==> src/rtl/ascon_bdi_packer.sv <==
// Packs a typed host byte stream into CCW-bit Ascon bdi words (byte 0 in lane 0, unused lanes zero).
// Latency: a word is presented the cycle after its closing byte; a byte may overlap the departing word.
// Backpressure: s_ready=1 while filling, s_ready=bdi_ready while a word is held.
// Optional: define ASCON_PACKER_ERR_EN for sticky protocol error detection and dropping of offending bytes.
// Type encoding: D_NULL=0, D_NONCE=1, D_AD=2, D_MSG=3, D_TAG=4, D_HASH=5.
module ascon_bdi_packer #(
  parameter int CCW = 32
) (
  input  logic                 clk,
  input  logic                 rst,
  input  logic [7:0]           s_data,
  input  logic                 s_valid,
  output logic                 s_ready,
  input  logic [3:0]           s_type,
  input  logic                 s_last,
  input  logic                 s_final,
  output logic [CCW-1:0]       bdi,
  output logic [CCW/8-1:0]     bdi_valid,
  input  logic                 bdi_ready,
  output logic [3:0]           bdi_type,
  output logic                 bdi_eot,
  output logic                 bdi_eoi,
  output logic                 idle,
  output logic                 err
);

  localparam int BPW = CCW / 8;
  localparam logic [3:0] D_NULL = 4'd0;
  localparam logic [3:0] D_HASH = 4'd5;

  typedef enum logic {FILL = 1'b0, HOLD = 1'b1} state_e;

  state_e           state_q, state_d;
  logic [3:0]       cnt_q, cnt_d;
  logic [CCW-1:0]   buf_q, buf_d;
  logic [3:0]       typ_q, typ_d;
  logic [CCW-1:0]   bdi_q, bdi_d;
  logic [BPW-1:0]   bdi_valid_q, bdi_valid_d;
  logic [3:0]       bdi_type_q, bdi_type_d;
  logic             bdi_eot_q, bdi_eot_d;
  logic             bdi_eoi_q, bdi_eoi_d;
  logic             idle_q, idle_d;
`ifdef ASCON_PACKER_ERR_EN
  logic             err_q, err_d;
  logic             done_q, done_d;
`endif

  logic             acc;
  logic             leaving;
  logic             drop;
  logic [3:0]       ncnt;
  logic [CCW-1:0]   wbuf;
  logic [3:0]       wtype;

  // Only the input handshake looks at bdi_ready combinationally.
  assign s_ready = (state_q == FILL) ? 1'b1 : bdi_ready;

  // Next-state: retire the held word, then place the accepted byte (the assembly buffer is empty while holding).
  always_comb begin
    state_d     = state_q;
    cnt_d       = cnt_q;
    buf_d       = buf_q;
    typ_d       = typ_q;
    bdi_d       = bdi_q;
    bdi_valid_d = bdi_valid_q;
    bdi_type_d  = bdi_type_q;
    bdi_eot_d   = bdi_eot_q;
    bdi_eoi_d   = bdi_eoi_q;
    acc         = s_valid && s_ready;
    leaving     = (state_q == HOLD) && bdi_ready;
    ncnt        = cnt_q + 4'd1;
    wbuf        = buf_q | ({{(CCW-8){1'b0}}, s_data} << (8 * cnt_q));
    wtype       = (cnt_q == 4'd0) ? s_type : typ_q;
    drop        = 1'b0;
`ifdef ASCON_PACKER_ERR_EN
    err_d       = err_q;
    done_d      = done_q;
    if (acc && (((cnt_q != 4'd0) && (s_type != typ_q)) ||
                (s_type == D_NULL) || (s_type == D_HASH) || done_q)) begin
      drop  = 1'b1;
      err_d = 1'b1;
    end
`endif
    if (leaving) begin
      state_d     = FILL;
      bdi_d       = '0;
      bdi_valid_d = '0;
      bdi_type_d  = D_NULL;
      bdi_eot_d   = 1'b0;
      bdi_eoi_d   = 1'b0;
    end
    if (acc && !drop) begin
      if ((ncnt == 4'(BPW)) || s_last) begin
        state_d    = HOLD;
        bdi_d      = wbuf;
        bdi_type_d = wtype;
        bdi_eot_d  = s_last;
        bdi_eoi_d  = s_last && s_final;
        for (int k = 0; k < BPW; k++) begin
          bdi_valid_d[k] = (ncnt > 4'(k));
        end
        buf_d = '0;
        cnt_d = 4'd0;
        typ_d = D_NULL;
`ifdef ASCON_PACKER_ERR_EN
        done_d = done_q || (s_last && s_final);
`endif
      end else begin
        buf_d = wbuf;
        cnt_d = ncnt;
        typ_d = wtype;
      end
    end
    idle_d = (state_d == FILL) && (cnt_d == 4'd0);
  end

  // State and registered outputs with synchronous reset.
  always_ff @(posedge clk) begin
    if (rst) begin
      state_q     <= FILL;
      cnt_q       <= 4'd0;
      buf_q       <= '0;
      typ_q       <= D_NULL;
      bdi_q       <= '0;
      bdi_valid_q <= '0;
      bdi_type_q  <= D_NULL;
      bdi_eot_q   <= 1'b0;
      bdi_eoi_q   <= 1'b0;
      idle_q      <= 1'b1;
`ifdef ASCON_PACKER_ERR_EN
      err_q       <= 1'b0;
      done_q      <= 1'b0;
`endif
    end else begin
      state_q     <= state_d;
      cnt_q       <= cnt_d;
      buf_q       <= buf_d;
      typ_q       <= typ_d;
      bdi_q       <= bdi_d;
      bdi_valid_q <= bdi_valid_d;
      bdi_type_q  <= bdi_type_d;
      bdi_eot_q   <= bdi_eot_d;
      bdi_eoi_q   <= bdi_eoi_d;
      idle_q      <= idle_d;
`ifdef ASCON_PACKER_ERR_EN
      err_q       <= err_d;
      done_q      <= done_d;
`endif
    end
  end

  assign bdi       = bdi_q;
  assign bdi_valid = bdi_valid_q;
  assign bdi_type  = bdi_type_q;
  assign bdi_eot   = bdi_eot_q;
  assign bdi_eoi   = bdi_eoi_q;
  assign idle      = idle_q;
`ifdef ASCON_PACKER_ERR_EN
  assign err       = err_q;
`else
  assign err       = 1'b0;
`endif

endmodule
==> config.mk <==
export PLATFORM = sky130hd
export DESIGN_NAME = ascon_bdi_packer
export DESIGN_NICKNAME = d
export VERILOG_FILES = /design/src/rtl/ascon_bdi_packer.sv
export SDC_FILE = /design/constraint.sdc
export NUM_CORES = 1
export LEC_CHECK = 0
export BUFFER_PORTS_ARGS = -buffer_cell sky130_fd_sc_hd__buf_4
export CORE_AREA = 5 5 93 95
export DETAILED_ROUTE_END_ITERATION = 10
export DIE_AREA = 0 0 98 100
export PLACE_DENSITY = 0.68
export SLEW_MARGIN = 20
export SYNTH_ARGS = -nofsm -noshare
export SYNTH_HDL_FRONTEND = slang
export SYNTH_SLANG_ARGS = --single-unit
==> constraint.sdc <==
create_clock -name clk -period 3.4 [get_ports clk]
set_input_delay 1.02 -clock clk [delete_from_list [all_inputs] [get_ports clk]]
set_output_delay 1.02 -clock clk [all_outputs]
set_load 0.05 [all_outputs]
==> results.ini, run 1 <==
[run]
max_cap_violations = 0

[global_routing]
grt_pass1_wl_mm = 13.8
antenna_found_initial = 0
grt_overflow = 0
grt_max_degree = 53
grt_use_total_pct = 17.3
grt_pass1_vias = 2804

[setup_path]
crit_path_start = bdi_ready
crit_fanout = 6
r2r_start = cnt_q[0]
cp-start-kind = input port
max_stage_delay_ns = 0.22
worstSetupPathType = input port to output port
cpLargestDelayFamily = buffers and inverters
critPathCaptureType = output port
cp_num_buf_inv = 2
critPathRequiredTime_ns = 2.38
slowest_stage = buf_4
crit_top_cell = buf_4
cp.arrival_ns = 1.55
crit_path_cell_trace = buf_4, nand2b_1, buf_4

[drt]
vias = 3043
dr.first_iter.drc_count = 184
routed_wl_mm = 8.40
viasPerCell = 5.37
drc = 0
firstDrtPassIters = 4
ant_nets = 0
wl_per_cell_um = 14.8

[die]
fp.dieH_um = 100
initial_utilization_pct = 46.4
core_um2 = 7650
num_rows = 32
die_x_um = 98
die_area_um2 = 9800
io_pins = 63

[synth]
async_flop_share_pct = 0
synth_common_cells = dfxtp_1 (84), a21oi_1 (72), nand3_1 (44)
synth_most_common_cell = dfxtp_1
synth_seq_area_share_pct = 47.4
ys_seq_elements = 84
yosys_warnings = 0
syn-num-nets = 439
yosysTopAreaCell = dfxtp_1
yosys-top-cells-area = dfxtp_1 (47%), a21oi_1 (10%), nand3_1 (6.2%), nor3_2 (4.5%), nor2_1 (4.4%)
synth_area_um2 = 3550
synth_edf_count = 0
synthCells = 417
synth_flop_cell = dfxtp_1
synth.avg_cell_area_um2 = 8.52
synth_top_area_share_pct = 47.4
synth_cell_types = 40

[layout]
antenna_cells = 0
areaGrowthSynthToFinish_pct = 19.6
drive_gt1_share_pct = 22.4
nNetsFinal = 483

[sta]
setup_violations = 0
fmax_ghz = 0.389
setup-tns-final_ns = 0
finalMaxSlewViolations = 0
worst_slew_pin_slew_ns = 0.781
fin_worst_skew_ns = 0.00874
rsz0062_at_grt = false
slew_headroom_pct = 47.8
hold_violations = 0
fin_ws_ns = 0.826
min_period_ns = 2.57
fin_crit_sh_pct = 75.7

[clocking]
cts_hold_buf = 0
cts_buffers = 9
cts-htree-levels = 3
cts_setup_buffers = 0
path_clk_slew_ns = 0.08
cts_tree = built
clock_path_buffers = 2
clock_latency_ns = 0.35
cts_root_buffer = clkbuf_8
post_cts_resized = 0
cts_num_sinks = 84

[run_status]
status = finished clean

[placed_design]
dp_slack_ns = 0.829
io_buffers = 61
place.gp.congestion = 0.779
place_hpwl_mm = 5.65

[power_and_ir_drop]
seqPwrFrac_pct = 48.0
p_int_uw = 1590
leakagePower_uw = 0.00168
clock_power_share_pct = 39.8
worst_ir_drop_vdd_uv = 218
p_sw_share_pct = 25.2
p_comb_share_pct = 12.2
netSwitchingPower_uw = 536
power_uw = 2130
power.density_nw_per_um2 = 501

[hold_path]
worstHoldStart = bdi_type[0]
hold_class = register to register

[worst min-delay path: cells and delay by family (launching register included)]
family / cells / cell delay, ns
simple gates: 1 / 0.06
flops: 1 / 0.31
compound gates: 1 / 0.05
[kinds of logic (layout without fill, tap and decap cells)]
kind of cell	after synthesis	after routing	share of synthesized area, %
simple gates	177	177	26.9
compound gates	108	108	17.5
flops	84	84	47.4
buf+inv	38	86	5.36
fa+ha+maj	4	4	1.41
mux	4	4	1.13
other cells	1	1	0.106
xor+xnor	1	1	0.247
[sequential cells by signal, summed over array words and instances, names as in the netlist]
register / cells
bdi: 32
bdi_eoi: 1
bdi_eot: 1
bdi_type: 4
bdi_valid: 4
buf_q: 32
cnt_q: 4
idle: 1
state_q: 1
typ_q: 4
[through the flow]
stage | std cells | utilization [%] | hold slack, ns | area (um^2)
floorplan | 417 | - | 0.455 | 3550
global placement | 552 | 52.4 | 0.457 | 4010
detailed placement | 552 | 52.4 | 0.459 | 4010
CTS | 567 | 55.5 | 0.470 | 4250
global route | 567 | 55.5 | 0.495 | 4250
finish | 567 | 55.5 | 0.467 | 4250
[power by group through the flow]
stage / registers [uW] / logic [uW] / clock network [uW]
floorplan: 1090 / 149 / 0
global placement: 1040 / 258 / 0
detailed placement: 1050 / 260 / 0
CTS: 1020 / 261 / 863
global route: 1030 / 284 / 894
finish: 1020 / 260 / 847
[layout make-up]
type	instances	area, um^2
fill	700	3400
tap	102	128
timing repair buffer	68	510
inverter	3	11.3
clock inverter	5	100
multi-input combinational	295	1680
clock buffer	10	138
sequential	84	1680
[final timing paths]
kind / endpoint / slack (ns) / cells past startpoint
setup / recovery: s_ready / 0.83 / 3
setup reg to reg: buf_q[15] / 0.96 / 6
hold / removal: bdi_type[0] / 0.47 / 2
hold reg to reg: bdi_type[0] / 0.47 / 2
[layer usage]
metal | routed length (um) | share of wire, % | track usage, % | vias to the layer above
li1 | - | - | - | 1531
met1 | 4000 | 48 | 23.5 | 1406
met2 | 3730 | 44 | 26.4 | 88
met3 | 497 | 5.9 | 4.45 | 18
met4 | 170 | 2.0 | 6.60 | 0
met5 | 0 | 0 | 0 | -
[cell usage in the layout, fill, tap and decap left out, drive strengths merged, types with 2 or more instances in the layout]
| cell | synthesis | layout |
|---|---|---|
| nand2 | 17 | 17 |
| ha | 4 | 4 |
| mux2i | 4 | 4 |
| nand2b | 23 | 23 |
| bufinv | 0 | 3 |
| nor2 | 44 | 44 |
| o21ai | 10 | 10 |
| dfxtp | 84 | 84 |
| a21oi | 73 | 73 |
| a2bb2oi | 4 | 4 |
| a31oi | 3 | 3 |
| and2 | 2 | 2 |
| nor2b | 8 | 8 |
| nand3 | 44 | 44 |
| inv | 3 | 3 |
| or3 | 8 | 8 |
| nor3 | 28 | 28 |
| buf | 22 | 68 |
| a21o | 9 | 9 |
| clkbuf | 13 | 10 |
| clkinv | 0 | 2 |
Power figures use the tool's default switching activity.
==> run 2, diff against run 1 <==
==> constraint.sdc (replaced) <==
create_clock -name clk -period 2.45 [get_ports clk]
set_input_delay 0.735 -clock clk [delete_from_list [all_inputs] [get_ports clk]]
set_output_delay 0.735 -clock clk [all_outputs]
set_load 0.05 [all_outputs]
==> results.ini, run 2 (same netlist as run 1, synthesis figures left out) <==
[setup_path]
crit_path_start = bdi_ready  ; unchanged
r2r_start = cnt_q[0]  ; unchanged
critPathCaptureType = output port  ; unchanged
worstSetupPathType = input port to output port  ; unchanged
critPathRequiredTime_ns = 1.71  ; was 2.38 ns
cp-start-kind = input port  ; unchanged
cp.arrival_ns = 1.28  ; was 1.55 ns
crit_fanout = 6  ; unchanged

[layout]
drive_gt1_share_pct = 24.1  ; was 22.4%
layout_common_cells = dfxtp_1 (84), buf_4 (76), a21oi_1 (72)  ; was dfxtp_1 (84), a21oi_1 (72), buf_4 (68)
fillers = 707  ; was 700
multi_input_area_um2 = 1680  ; unchanged
nNetsFinal = 494  ; was 483
antenna_cells = 0  ; unchanged
seq_area_um2 = 1680  ; unchanged
layout_commonest_cell = dfxtp_1  ; unchanged
post-route-util_pct = 56.7  ; was 55.5%
areaGrowthSynthToFinish_pct = 22.0  ; was 19.6%

[drt]
vias = 3160  ; was 3043
viasPerCell = 5.46  ; was 5.37
ant_nets = 0  ; unchanged
drc = 0  ; unchanged
firstDrtPassIters = 5  ; was 4
routed_wl_mm = 8.51  ; was 8.40 mm
dr.first_iter.drc_count = 304  ; was 184
wl_per_cell_um = 14.7  ; was 14.8 um

[hold_path]
worstHoldStart = bdi[4]  ; was bdi_type[0]
hold_class = register to register  ; unchanged

[clocking]
cts_setup_buffers = 0  ; unchanged
cts-htree-levels = 3  ; unchanged
clock_latency_ns = 0.35  ; about the same
path_clk_slew_ns = 0.07  ; was 0.08 ns
cts_hold_buf = 0  ; unchanged
clock_path_buffers = 2  ; unchanged
post_cts_resized = 0  ; unchanged
cts_tree = built  ; unchanged
cts_buffers = 9  ; unchanged
cts_root_buffer = clkbuf_8  ; unchanged
cts_num_sinks = 84  ; unchanged

[sta]
fmax_ghz = 0.495
slew_headroom_pct = 61.6  ; was 47.8%
setup_violations = 0  ; unchanged
hold_violations = 0  ; unchanged
worst_slew_pin_slew_ns = 0.573  ; was 0.781 ns
rsz0062_at_grt = false  ; unchanged
setup-tns-final_ns = 0  ; unchanged
finalMaxSlewViolations = 0  ; unchanged
min_period_ns = 2.02
fin_worst_skew_ns = 0.0109  ; was 0.00874 ns
fin_crit_sh_pct = 82.4

[placed_design]
place.gp.congestion = 0.790  ; was 0.779
place_hpwl_mm = 6.07  ; was 5.65 mm
io_buffers = 61  ; unchanged

[die]
initial_utilization_pct = 46.4  ; unchanged
num_rows = 32  ; unchanged
core_um2 = 7650  ; unchanged
fp.dieH_um = 100  ; unchanged
die_area_um2 = 9800  ; unchanged
io_pins = 63  ; unchanged
die_x_um = 98  ; unchanged

[power_and_ir_drop]
leakagePower_uw = 0.00174  ; was 0.00168 uW
worst_ir_drop_vdd_uv = 284  ; was 218 uV
power.density_nw_per_um2 = 647  ; was 501 nW/um^2

[global_routing]
grt_pass1_vias = 2906  ; was 2804
grt_max_degree = 34  ; was 53
grt_use_total_pct = 17.8  ; was 17.3%
antenna_found_initial = 0  ; unchanged
grt_pass1_wl_mm = 14.3  ; was 13.8 mm
grt_overflow = 0  ; unchanged

[run_status]
status = finished clean  ; unchanged

[run]
max_cap_violations = 0  ; unchanged

run 2: cell types whose count changed in the layout (fill, tap and decap cells not counted), sizes merged:
| cell | delta |
|---|---|
| clkinvlp | +1 |
| buf | +11 |
| bufinv | -2 |
| clkbuf | +2 |
run 2: power breakdown:
group	switching, uW	total, uW	internal [uW]
clock	479	1000	524
sequential	16.1	1410	1400
combinational	253	387	134
run 2: routing by layer:
layer	GRT usage (%)	up-vias	part of all wire (%)
li1	-	1561	-
met1	23.9	1461	45
met2	28.4	125	46
met3	3.96	13	7.3
met4	6.39	0	1.6
met5	0	-	0
run 2: final timing paths:
path | endpoint | slack [ns] | depth (start not counted)
setup reg to reg | bdi_valid[1] | 0.55 | 6
setup / recovery | s_ready | 0.43 | 3
hold reg to reg | bdi[4] | 0.47 | 2
hold / removal | bdi[4] | 0.47 | 2
run 2: area by class of cell:
type	instances	share of cell area [%]
well taps	102	2.95
repair buffers	79	14.6
flip-flops and latches	84	38.8
multi-input cells	295	38.8
clock buffers	12	3.58
clock inverters	4	1.10
inverters	3	0.260
run 2: worst max-delay path, stage by stage:
cell	delay, ns
buf_4	0.11
nand2b_1	0.21
buf_4	0.23
run 2: stage by stage:
step / std cells / hold slack, ns / total power, uW / cell area [um^2] / setup slack [ns]
after floorplan: 417 / 0.455 / 1720 / 3550 / 0.185
after global placement: 563 / 0.457 / 1830 / 4130 / 0.302
after detailed placement: 563 / 0.460 / 1830 / 4130 / 0.224
after CTS: 579 / 0.472 / 2830 / 4330 / 0.429
after global routing: 579 / 0.493 / 2930 / 4330 / 0.376
final: 579 / 0.466 / 2800 / 4330 / 0.431
==> run 3, diff against run 2 <==
--- a/config.mk
+++ b/config.mk
@@ -5,11 +5,12 @@
 export SDC_FILE = /design/constraint.sdc
 export NUM_CORES = 1
 export LEC_CHECK = 0
+export ABC_AREA = 1
 export BUFFER_PORTS_ARGS = -buffer_cell sky130_fd_sc_hd__buf_4
-export CORE_AREA = 5 5 93 95
+export CORE_AREA = 5 5 95 97
 export DETAILED_ROUTE_END_ITERATION = 10
-export DIE_AREA = 0 0 98 100
-export PLACE_DENSITY = 0.68
+export DIE_AREA = 0 0 100 102
+export PLACE_DENSITY = 0.71
 export SLEW_MARGIN = 20
 export SYNTH_ARGS = -nofsm -noshare
 export SYNTH_HDL_FRONTEND = slang
==> constraint.sdc (replaced) <==
create_clock -name clk -period 1.8 [get_ports clk]
set_input_delay 0.54 -clock clk [delete_from_list [all_inputs] [get_ports clk]]
set_output_delay 0.54 -clock clk [all_outputs]
set_load 0.05 [all_outputs]
==> results.ini, run 3 <==
[sta]
fin_crit_sh_pct = 92.5
min_period_ns = 1.67
hold_violations = 0  ; unchanged
setup_violations = 0  ; unchanged
fin_ws_ns = 0.134  ; was 0.431 ns
finalMaxSlewViolations = 0  ; unchanged
fin_worst_skew_ns = 0.00762  ; was 0.0109 ns
fmax_ghz = 0.600
rsz0062_at_grt = false  ; unchanged
setup-tns-final_ns = 0  ; unchanged

[die]
core_um2 = 8050  ; was 7650 um^2
die_area_um2 = 10200  ; was 9800 um^2
initial_utilization_pct = 46.6  ; was 46.4%
die_x_um = 100  ; was 98 um
num_rows = 33  ; was 32
fp.dieH_um = 102  ; was 100 um
io_pins = 63  ; unchanged

[placed_design]
dp_slack_ns = 0.0926  ; was 0.224 ns
place_hpwl_mm = 6.62  ; was 6.07 mm
place.gp.congestion = 0.883  ; was 0.790
io_buffers = 61  ; unchanged

[synth]
synthCells = 481  ; was 417
synth.avg_cell_area_um2 = 7.80  ; was 8.52 um^2
synth_top_area_share_pct = 44.8  ; was 47.4%
synth_seq_area_share_pct = 44.8  ; was 47.4%
synth_common_cells = dfxtp_1 (84), nand2_1 (68), nor2_1 (62)  ; was dfxtp_1 (84), a21oi_1 (72), nand3_1 (44)
synth_area_um2 = 3750  ; was 3550 um^2
synth_flop_cell = dfxtp_1  ; unchanged
synth_most_common_cell = dfxtp_1  ; unchanged
yosysTopAreaCell = dfxtp_1  ; unchanged
synth_edf_count = 0  ; unchanged
async_flop_share_pct = 0  ; unchanged
synth_cell_types = 29  ; was 40
yosys_warnings = 0  ; unchanged
yosys-top-cells-area = dfxtp_1 (45%), nand2_1 (6.8%), a21oi_1 (6.3%), nor2_1 (6.2%), a21oi_2 (4.7%)  ; was dfxtp_1 (47%), a21oi_1 (10%), nand3_1 (6.2%), nor3_2 (4.5%), nor2_1 (4.4%)
syn-num-nets = 503  ; was 439
ys_seq_elements = 84  ; unchanged

[drt]
firstDrtPassIters = 4  ; was 5
drc = 0  ; unchanged
ant_nets = 0  ; unchanged
routed_wl_mm = 9.31  ; was 8.51 mm
vias = 3422  ; was 3160
wl_per_cell_um = 14.4  ; was 14.7 um
viasPerCell = 5.28  ; was 5.46
dr.first_iter.drc_count = 198  ; was 304

[layout]
nNetsFinal = 562  ; was 494
areaGrowthSynthToFinish_pct = 20.4  ; was 22.0%
antenna_cells = 0  ; unchanged
layout_common_cells = dfxtp_1 (84), buf_4 (79), nand2_1 (65)  ; was dfxtp_1 (84), buf_4 (76), a21oi_1 (72)
fillers = 734  ; was 707
drive_gt1_share_pct = 27.4  ; was 24.1%
layout_commonest_cell = dfxtp_1  ; unchanged
post-route-util_pct = 56.1  ; was 56.7%

[clocking]
cts_root_buffer = clkbuf_8  ; unchanged
clock_path_buffers = 2  ; unchanged
cts_hold_buf = 0  ; unchanged
cts_tree = built  ; unchanged
cts_num_sinks = 84  ; unchanged
cts_setup_buffers = 0  ; unchanged
post_cts_resized = 0  ; unchanged
clock_latency_ns = 0.35  ; about the same
path_clk_slew_ns = 0.08  ; was 0.07 ns
cts-htree-levels = 3  ; unchanged
cts_buffers = 9  ; unchanged

[power_and_ir_drop]
leakagePower_uw = 0.00188  ; was 0.00174 uW
worst_ir_drop_vdd_uv = 451  ; was 284 uV
power.density_nw_per_um2 = 871  ; was 647 nW/um^2

[run_status]
status = finished clean  ; unchanged

[global_routing]
use_met3_pct = 3.41  ; was 3.96%
grt_overflow = 0  ; unchanged
grt_most_used_layer = met2  ; unchanged
grt_pass1_wl_mm = 15.2  ; was 14.3 mm
grt_max_degree = 32  ; was 34
grtUsageMet1_pct = 23.8  ; was 23.9%
grt_use_met2_pct = 30.2  ; was 28.4%
grt_pass1_vias = 3315  ; was 2906
antenna_found_initial = 0  ; unchanged
grt_use_total_pct = 18.6  ; was 17.8%

[setup_path]
cp-start-kind = register  ; was input port
r2r-end = bdi[15]  ; was bdi_valid[1]
cp.arrival_ns = 1.92  ; was 1.28 ns
r2r_start = cnt_q[0]  ; unchanged
critPathRequiredTime_ns = 2.05  ; was 1.71 ns
critPathCaptureType = register  ; was output port
crit_path_start = cnt_q[0]  ; was bdi_ready
crit_fanout = 26  ; was 6
r2r_setup_slack_ns = 0.13  ; was 0.55 ns
worstSetupPathType = register to register  ; was input port to output port
r2r_cells = 11  ; was 6

[hold_path]
hold_class = input port to register  ; was register to register
hold_depth = 3  ; was 2
holdPathEnd = bdi_eoi  ; was bdi[4]
worstHoldStart = s_final  ; was bdi[4]

[run]
max_cap_violations = 0  ; unchanged

-- run 3: cell type report --
type                       count  area (um^2)  share of cell area (%)
clock buffer                   9          124                    2.74
clock inverter                 5         31.3                   0.693
inverter                      16         65.1                    1.44
multi-input combinational    345         1790                    39.7
sequential                    84         1680                    37.3
tap                          105          131                    2.91
timing repair buffer          84          689                    15.3
-- run 3: worst max-delay path by stage --
stage                   end  slack, ns
3_5_place_dp        bdi[31]       0.09
3_3_place_gp        bdi[31]       0.08
4_1_cts             bdi[31]       0.08
6_report            bdi[15]       0.13
2_1_floorplan       bdi[20]       0.04
5_1_grt        bdi_valid[1]      0.003
-- run 3: report_power, final --
| part | leakage, uW | switching (uW) | total [uW] | internal (uW) |
|---|---|---|---|---|
| combinational | 0.00111 | 548 | 817 | 268 |
| sequential | 0.000685 | 49.4 | 1990 | 1940 |
| clock | 0.0000807 | 643 | 1120 | 480 |
-- run 3: cells by family after synthesis --
| logic type | after synthesis | share of synthesized area [%] |
|---|---|---|
| compound gates | 115 | 18.6 |
| fa+ha+maj | 4 | 1.33 |
| simple gates | 224 | 26.9 |
| other cells | 1 | 0.100 |
| flops | 84 | 44.8 |
| buf+inv | 52 | 7.94 |
| xor+xnor | 1 | 0.234 |
-- run 3: through the flow --
step	hold slack (ns)	power (uW)	std cells	instance area [um^2]
4_1_cts	0.461	3940	647	4470
3_3_place_gp	0.471	2830	633	4310
3_5_place_dp	0.482	2840	633	4310
5_1_grt	0.467	4110	648	4510
6_report	0.475	3930	648	4510
2_1_floorplan	0.480	2610	481	3750
-- run 3: metal layers --
layer / wire [um] / up-vias
met2: 4360 / 109
met4: 243 / 0
li1: - / 1726
met5: 0 / -
met1: 4070 / 1569
met3: 639 / 18
-- run 3: worst max-delay path, cell delays in order (launching register included) --
cell and delay, ns:
dfxtp_1 0.35, ha_1 0.19, inv_1 0.07, nor2_1 0.11
nand3_2 0.11, nand2_4 0.10, nand2_2 0.09, inv_6 0.16
buf_12 0.19, nand2_1 0.07, nand2_1 0.07, nor2_2 0.04
